`src/rtl/lfsr_seq_monitor.sv`:
```
// ----------------------------------------------------------------------------
// lfsr_seq_monitor
// Receive-side monitor for an LFSR word stream. It seeds its prediction from
// the first nonzero word, verifies LOCK_CNT consecutive predictions, then
// declares lock and flywheels. While locked it flags and counts word errors
// and drops lock after UNLOCK_CNT consecutive bad words.
//
// Optional feature: define LFSR_MON_STATS_EN to add o_word_count (valid words
// seen while locked) and o_lock_loss (LOCKED->SEARCH transitions), both
// saturating. Without the macro those ports do not exist.
// ----------------------------------------------------------------------------
module lfsr_seq_monitor #(
   parameter int                    LFSR_WIDTH = 8,
   parameter logic [LFSR_WIDTH-1:0] TAPS       = 8'hB8,
   parameter int                    LOCK_CNT   = 4,
   parameter int                    UNLOCK_CNT = 3,
   parameter int                    ERR_W      = 16
) (
   input  logic                  clk,
   input  logic                  i_reset,
   input  logic [LFSR_WIDTH-1:0] i_LFSR,
   input  logic                  i_valid,
   input  logic                  i_clear,
`ifdef LFSR_MON_STATS_EN
   output logic [ERR_W-1:0]      o_word_count,
   output logic [7:0]            o_lock_loss,
`endif
   output logic                  o_lock,
   output logic                  o_err,
   output logic [ERR_W-1:0]      o_err_count
);

   localparam logic [1:0] ST_SEARCH = 2'd0;
   localparam logic [1:0] ST_VERIFY = 2'd1;
   localparam logic [1:0] ST_LOCKED = 2'd2;

   localparam logic [3:0] LOCK_N   = 4'(LOCK_CNT);
   localparam logic [3:0] UNLOCK_N = 4'(UNLOCK_CNT);

   logic [1:0]            state_q,   state_d;
   logic [LFSR_WIDTH-1:0] pred_q,    pred_d;
   logic [3:0]            good_q,    good_d;
   logic [3:0]            bad_q,     bad_d;
   logic                  lock_q,    lock_d;
   logic                  err_q,     err_d;
   logic [ERR_W-1:0]      err_cnt_q, err_cnt_d;
`ifdef LFSR_MON_STATS_EN
   logic [ERR_W-1:0]      word_cnt_q, word_cnt_d;
   logic [7:0]            loss_cnt_q, loss_cnt_d;
`endif

   logic word_zero;
   logic match;
   logic [3:0] good_inc;
   logic [3:0] bad_inc;

   // Generator step: shift left, feedback is the parity of the tapped bits.
   function automatic logic [LFSR_WIDTH-1:0] lfsr_next(input logic [LFSR_WIDTH-1:0] s);
      return {s[LFSR_WIDTH-2:0], ^(s & TAPS)};
   endfunction

   assign word_zero = (i_LFSR == '0);
   // An all-zero word is an LFSR lock-up state, so it never counts as a match.
   assign match     = !word_zero && (i_LFSR == pred_q);
   assign good_inc  = good_q + 4'd1;
   assign bad_inc   = bad_q + 4'd1;

   // Next-state logic: search / verify / locked tracking plus error bookkeeping.
   always_comb begin
      // NOTE: every variable gets a default first so no path leaves it unassigned (no latches).
      state_d   = state_q;
      pred_d    = pred_q;
      good_d    = good_q;
      bad_d     = bad_q;
      err_d     = 1'b0;
      err_cnt_d = err_cnt_q;
`ifdef LFSR_MON_STATS_EN
      word_cnt_d = word_cnt_q;
      loss_cnt_d = loss_cnt_q;
`endif

      if (i_valid) begin
         case (state_q)
            ST_SEARCH: begin
               if (!word_zero) begin
                  pred_d  = lfsr_next(i_LFSR);
                  good_d  = 4'd0;
                  state_d = ST_VERIFY;
               end
            end

            ST_VERIFY: begin
               if (match) begin
                  pred_d = lfsr_next(pred_q);
                  if (good_inc == LOCK_N) begin
                     state_d = ST_LOCKED;
                     good_d  = 4'd0;
                     bad_d   = 4'd0;
                  end else begin
                     good_d = good_inc;
                  end
               end else if (!word_zero) begin
                  // Wrong guess: restart verification from this word.
                  pred_d = lfsr_next(i_LFSR);
                  good_d = 4'd0;
               end else begin
                  state_d = ST_SEARCH;
                  good_d  = 4'd0;
               end
            end

            ST_LOCKED: begin
               // Flywheel: keep our own prediction regardless of what arrived.
               pred_d = lfsr_next(pred_q);
`ifdef LFSR_MON_STATS_EN
               if (word_cnt_q != '1) word_cnt_d = word_cnt_q + 1'b1;
`endif
               if (match) begin
                  bad_d = 4'd0;
               end else begin
                  err_d = 1'b1;
                  if (err_cnt_q != '1) err_cnt_d = err_cnt_q + 1'b1;
                  if (bad_inc == UNLOCK_N) begin
                     state_d = ST_SEARCH;
                     bad_d   = 4'd0;
                     good_d  = 4'd0;
`ifdef LFSR_MON_STATS_EN
                     if (loss_cnt_q != '1) loss_cnt_d = loss_cnt_q + 1'b1;
`endif
                  end else begin
                     bad_d = bad_inc;
                  end
               end
            end

            default: begin
               state_d = ST_SEARCH;
               good_d  = 4'd0;
               bad_d   = 4'd0;
            end
         endcase
      end

      // Clear acts on the counters only; the lock decision above stands.
      if (i_clear) begin
         err_cnt_d = '0;
         bad_d     = 4'd0;
`ifdef LFSR_MON_STATS_EN
         word_cnt_d = '0;
         loss_cnt_d = '0;
`endif
      end

      lock_d = (state_d == ST_LOCKED);
   end

   // State and output registers with asynchronous active-low reset.
   always_ff @(posedge clk or negedge i_reset) begin
      if (!i_reset) begin
         state_q   <= ST_SEARCH;
         pred_q    <= '0;
         good_q    <= 4'd0;
         bad_q     <= 4'd0;
         lock_q    <= 1'b0;
         err_q     <= 1'b0;
         err_cnt_q <= '0;
`ifdef LFSR_MON_STATS_EN
         word_cnt_q <= '0;
         loss_cnt_q <= '0;
`endif
      end else begin
         // NOTE: non-blocking assignments so every flop samples pre-edge values.
         state_q   <= state_d;
         pred_q    <= pred_d;
         good_q    <= good_d;
         bad_q     <= bad_d;
         lock_q    <= lock_d;
         err_q     <= err_d;
         err_cnt_q <= err_cnt_d;
`ifdef LFSR_MON_STATS_EN
         word_cnt_q <= word_cnt_d;
         loss_cnt_q <= loss_cnt_d;
`endif
      end
   end

   assign o_lock      = lock_q;
   assign o_err       = err_q;
   assign o_err_count = err_cnt_q;
`ifdef LFSR_MON_STATS_EN
   assign o_word_count = word_cnt_q;
   assign o_lock_loss  = loss_cnt_q;
`endif

endmodule
```
`config.mk`:
```
export PLATFORM = sky130hd
export DESIGN_NAME = lfsr_seq_monitor
export DESIGN_NICKNAME = d
export VERILOG_FILES = /design/src/rtl/lfsr_seq_monitor.sv
export SDC_FILE = /design/constraint.sdc
export NUM_CORES = 1
export LEC_CHECK = 0
export CAP_MARGIN = 40
export CORE_MARGIN = 1.5
export CORE_UTILIZATION = 50
export CTS_CLUSTER_SIZE = 20
export DETAILED_ROUTE_END_ITERATION = 10
export GPL_TIMING_DRIVEN = 0
export PLACE_DENSITY = 0.75
export SLEW_MARGIN = 15
export SYNTH_ARGS = -nofsm -noshare
export SYNTH_HDL_FRONTEND = slang
export SYNTH_SLANG_ARGS = --single-unit
```
`constraint.sdc`:
```
create_clock -name clk -period 2.5 [get_ports clk]
set_input_delay 0.5 -clock clk [delete_from_list [all_inputs] [get_ports clk]]
set_output_delay 0.5 -clock clk [all_outputs]
set_load 0.005 [all_outputs]
```
Yosys cells after proc, flatten, opt, wreduce, memory -nomap -nowiden
Index checks and enable logic that the tools add are counted.
{"block": "word_totals", "input_bits": 12, "register_bits": 36, "output_inout_bits": 18, "elab_cells": 70}
{"block": "classes", "reduce_logical": 14, "muxes": 32, "add_sub_neg": 3, "n_eq_ne": 14}
{"operator": "16-bit two-way mux", "n": 5}
{"operator": "4-bit two-way mux", "n": 11}
{"operator": "4-bit one-hot mux with 3 select lines", "n": 2}
{"operator": "8-bit one-hot mux with 3 select lines", "n": 1}
{"operator": "16-bit by 1-bit adder with 16-bit output (second input constant)", "n": 1}
{"operator": "8-bit two-way mux", "n": 2}
{"operator": "16-bit inequality test (second input constant)", "n": 1}
{"operator": "8-bit XOR reduction", "n": 2}
{"operator": "2-bit two-way mux", "n": 7}
{"operator": "4-bit AND reduction", "n": 3}
{"operator": "2-bit inequality test (second input constant)", "n": 5}
{"operator": "4-bit by 1-bit adder with 4-bit output (second input constant)", "n": 2}
{"operator": "8-bit == test", "n": 1}
{"operator": "8-bit logical NOT", "n": 1}
{"operator": "3-bit inequality test (second input constant)", "n": 2}
{"operator": "2-bit one-hot mux with 3 select lines", "n": 1}
{"operator": "2-bit nonzero test", "n": 3}
{"operator": "2-bit == test (second input constant)", "n": 2}
{"operator": "4-bit by 2-bit == test with 1-bit output (second input constant)", "n": 1}
{"operator": "4-bit by 3-bit == test with 1-bit output (second input constant)", "n": 1}
{"operator": "1-bit two-way mux", "n": 3}
{"operator": "3-bit nonzero test", "n": 1}
{"operator": "2-bit by 1-bit == test with 1-bit output (second input constant)", "n": 1}
{"operator": "2-bit logical NOT", "n": 1}
{"operator": "3 further kinds", "n": 3}

Longest topological paths before layout
Gate-level depths: netlist (run 1).
{"block": "depth", "depth_word": 7, "mapped_depth": 8, "ltp_nobuf": 8}

Least setup slack after synthesis (run 1)
No wires, ideal clock.
{"block": "synth_path", "path_kind": "in2reg", "from": "input i_LFSR[4]", "to": "register bad_q[0]", "arrival_ps": 1748, "stages": 7, "path_buffers": 1, "required_ps": 2379, "slack_ps": 631, "setup_ps": 121, "path_cell_list": "inv_1 > ha_1 > and3_1 > buf_6 > nor3_4 > a41oi_1 > a22o_1"}
{"block": "synth_via", "elab_chain_len": 7, "word_cells_on_any_way": 10, "classes_between": "2 x eq/ne; 4 x mux; 4 x reduce/logical"}
{"element": "start, declared", "line_no": "21", "text": "input logic [LFSR_WIDTH-1:0] i_LFSR,"}
{"element": "8-bit logical NOT", "line_no": "62", "text": "assign word_zero = (i_LFSR == '0);"}
{"element": "1-bit logical NOT"}
{"element": "1-bit logical AND (*)", "line_no": "64", "text": "assign match = !word_zero && (i_LFSR == pred_q);"}
{"element": "4-bit two-way mux", "line_no": "118", "text": "if (match) begin"}
{"element": "4-bit one-hot mux with 3 select lines", "line_no": "83", "text": "case (state_q)"}
{"element": "4-bit two-way mux", "line_no": "82", "text": "if (i_valid) begin"}
{"element": "4-bit two-way mux", "line_no": "145", "text": "if (i_clear) begin"}
{"element": "end signal, assigned", "line_no": "163", "text": "bad_q <= 4'd0;"}
{"element": "end signal, assigned", "line_no": "176", "text": "bad_q <= bad_d;"}
{"element": "end, declared", "line_no": "43", "text": "logic [3:0] bad_q, bad_d;"}
Every way passes the cells marked *; elsewhere a longest branch is shown, timed or not. The select of a mux whose other input is x is not followed.
A chain may end at the register's enable or synchronous reset.

Worst setup path after layout (run 1)
Ends and elaborated chain as after synthesis.

==> results of run 1 <==
[cells in the mapped netlist (2+ instances only)]
| cell | count |
|---|---|
| nand2b_1 | 4 |
| a21oi_1 | 11 |
| o21ai_0 | 4 |
| xnor2_1 | 13 |
| clkbuf_1 | 2 |
| and4_1 | 2 |
| nor4_2 | 2 |
| nand3_1 | 15 |
| and3_1 | 8 |
| nand3b_1 | 5 |
| o21ai_1 | 3 |
| a31o_2 | 2 |
| inv_1 | 15 |
| nand4_1 | 9 |
| a22o_1 | 2 |
| xor2_1 | 16 |
| o221ai_1 | 8 |
| nand2_1 | 31 |
| nor2b_1 | 3 |
| nor3b_1 | 2 |
| buf_6 | 2 |
| dfrtp_1 | 36 |
| and2_1 | 2 |
| ha_1 | 10 |
| a32oi_1 | 2 |
| a41oi_2 | 2 |
| nor2_1 | 25 |
[logic make-up (layout without fill, tap and decap cells)]
group | Yosys count | count (layout) | share of synthesized area [%]
fa+ha+maj | 10 | 10 | 5.25
xor+xnor | 29 | 29 | 10.7
buf+inv | 21 | 56 | 3.99
flops | 36 | 36 | 37.8
simple gates | 116 | 116 | 26.9
mux | 1 | 1 | 0.420
compound gates | 44 | 44 | 14.9
[layout by cell type (no fill, tap or decap), drive strengths merged, types with 10 or more instances in the layout]
| master | instances |
|---|---|
| xnor2 | 13 |
| inv | 15 |
| nor2 | 25 |
| clkdlybuf4s50 | 26 |
| dfrtp | 36 |
| xor2 | 16 |
| nand2 | 31 |
| a21oi | 11 |
| nand3 | 16 |
| nand4 | 10 |
| ha | 10 |
[per-layer routing]
layer	track usage (%)	vias to the layer above
met3	4.31	6
met1	24.9	950
li1	-	994
met5	0	-
met4	6.08	0
met2	36.9	45
[path summary, 6_finish.rpt]
check / from / to / slack [ns] / cells past startpoint
max: i_LFSR[4] / bad_q[0] / 0.22 / 8
min: i_reset / o_err_count[5] / 0.07 / 1
max reg2reg: bad_q[0] / good_q[0] / 0.34 / 6
min reg2reg: good_q[2] / good_q[2] / 0.56 / 2
max in group asynchronous: i_reset / o_lock / 2.01 / 2
min in group clk: good_q[2] / good_q[2] / 0.56 / 2
[cell type report]
type	instances	area, µm²	area share (%)
plain buffers	6	38.8	1.38
well taps	52	65.1	2.32
repair buffers	28	285	10.2
flip-flops and latches	36	901	32.1
clock inverters	1	5.00	0.178
multi-input cells	200	1390	49.3
inverters	15	56.3	2.00
clock buffers	6	72.6	2.58
[metrics by stage]
step	setup WS (ns)	power, mW	hold slack [ns]
global placement	-0.0714	1.04	0.541
detailed placement	-0.0962	1.05	0.388
global route	0.0475	1.52	0.0832
finish	0.217	1.43	0.0658
floorplan	0.631	0.948	0.204
CTS	0.221	1.45	0.0723
[flip-flops by register name (all words and copies together) (netlist names)]
signal,count
bad_q,4
good_q,4
o_err,1
o_err_count,16
o_lock,1
pred_q,8
state_q,2
[power by group]
part	leakage, nW	switching, mW	total, mW	internal, mW
combinational	0.633	0.204	0.349	0.145
clock	0.0410	0.211	0.400	0.190
sequential	0.489	0.0586	0.683	0.624
total	1.16	0.473	1.43	0.959
[worst max-delay path, stage by stage]
cell	delay (ns)
clkdlybuf4s50_1	0.49
inv_1	0.06
ha_1	0.20
and3_1	0.15
buf_6	0.13
nor3_4	0.31
a41oi_1	0.30
a22o_1	0.31
==> run metrics, run 1 <==
HP Class input port to async pin; routed via count 1,995; Max-cap violations 0; crit start category input port; Met3 Wirelength 180 µm; synth top area cells dfrtp_1 38%, xor2_1 5.9%, ha_1 5.3%; non-filler instance count after layout 344; final setup fails 0; H-tree levels 2; pin slew with the least headroom to its limit 0.546 ns; WL final 4870 µm; layout net count 314; fillers 384; initial antenna violation count 0; cts hold-fix bufs 0; Clk Latency, worst-skew pair 0.29 ns; async set or reset register ratio after synthesis 100%; Post-synth EDFFs 0; post-route DRC violation count 0; Placer Congestion 0.827; Top FF cell, synth dfrtp_1; CTS Buffer Depth 2; cells after synthesis 257; CP endpoint kind register; pwr dens 510 nW/µm²; CTS tree done; clock root cell clkbuf_8; initial DRC count 107; die width 72.0 µm; average size of a mapped cell 9.26 µm²; register area share after synthesis 37.8%; initial core utilization 53.2%; Congestion Overflow GR 0; Die Y 72.0 µm; DP Area 2730 µm²; vias in the first global route 1,977; Data arrival, critical path 2.47 ns; final hold vios 0; Syn. warnings 0; clk sinks 36; number of port buffers 27; Via density 5.80; # IOs 30; Setup TNS 0 ns; fmax 438 MHz; Post CTS Setup Buffer Count 0; hpwl dp 3720 µm; WL/cell 14.2 µm; Worst Path Max Fanout 7; count of pins over their slew limit 0; Top Layer Used met4; cts bufs inserted 5; post-synth top area share 37.8%; Post-Route Utilization 62.8%; largest net degree at the start of global routing 27; max_slew headroom 63.6%; DIE AREA 5180 µm²; final antenna diode count 0; Antenna Nets Post-Route 0; Synth-to-Final Area Change 18.0%; Post-Syn Area 2380 µm²; Peak VDD IR 0.277 mV; Synth Register Bits 36; Metal-1 WL 2230 µm; Leakage 1.16 nW; skew final 0.00474 ns; Clock transition at path regs 0.07 ns; DR pass1 iterations 4; met2 wire length 2410 µm; Placed Cells 337; core footprint 4470 µm²; Worst Path Required 2.68 ns; unrepaired setup endpoints after global routing false; Final Cell Area 2810 µm²; CP Class input port to register; Post-CTS Resized 0; Std-Cell Rows 24; first-pass GRT wire length 8530 µm; min cycle time layout 2.28 ns; layout cell share with drive strength beyond 1 8.56%; GRT Total Usage 20.6%; final period utilization 91.3%; outcome finished clean; Synth cell types 48; largest area contributor in the netlist dfrtp_1; syn_nets 279
No activity file was read; power rests on OpenSTA's default activity.
==> inputs of run 2 (changes only) <==
--- a/config.mk
+++ b/config.mk
@@ -5,7 +5,7 @@
 export SDC_FILE = /design/constraint.sdc
 export NUM_CORES = 1
 export LEC_CHECK = 0
-export CAP_MARGIN = 40
+export CAP_MARGIN = 20
 export CORE_MARGIN = 1.5
 export CORE_UTILIZATION = 50
 export CTS_CLUSTER_SIZE = 20
==> results of run 2 <==
Final layout, timing and power as in run 1 (identical DEF).
==> inputs of run 3 (changes only) <==
--- a/config.mk
+++ b/config.mk
@@ -10,6 +10,7 @@
 export CORE_UTILIZATION = 50
 export CTS_CLUSTER_SIZE = 20
 export DETAILED_ROUTE_END_ITERATION = 10
+export GPL_ROUTABILITY_DRIVEN = 0
 export GPL_TIMING_DRIVEN = 0
 export PLACE_DENSITY = 0.75
 export SLEW_MARGIN = 15
==> results of run 3 <==
Final layout, timing and power as in run 1 (identical DEF).
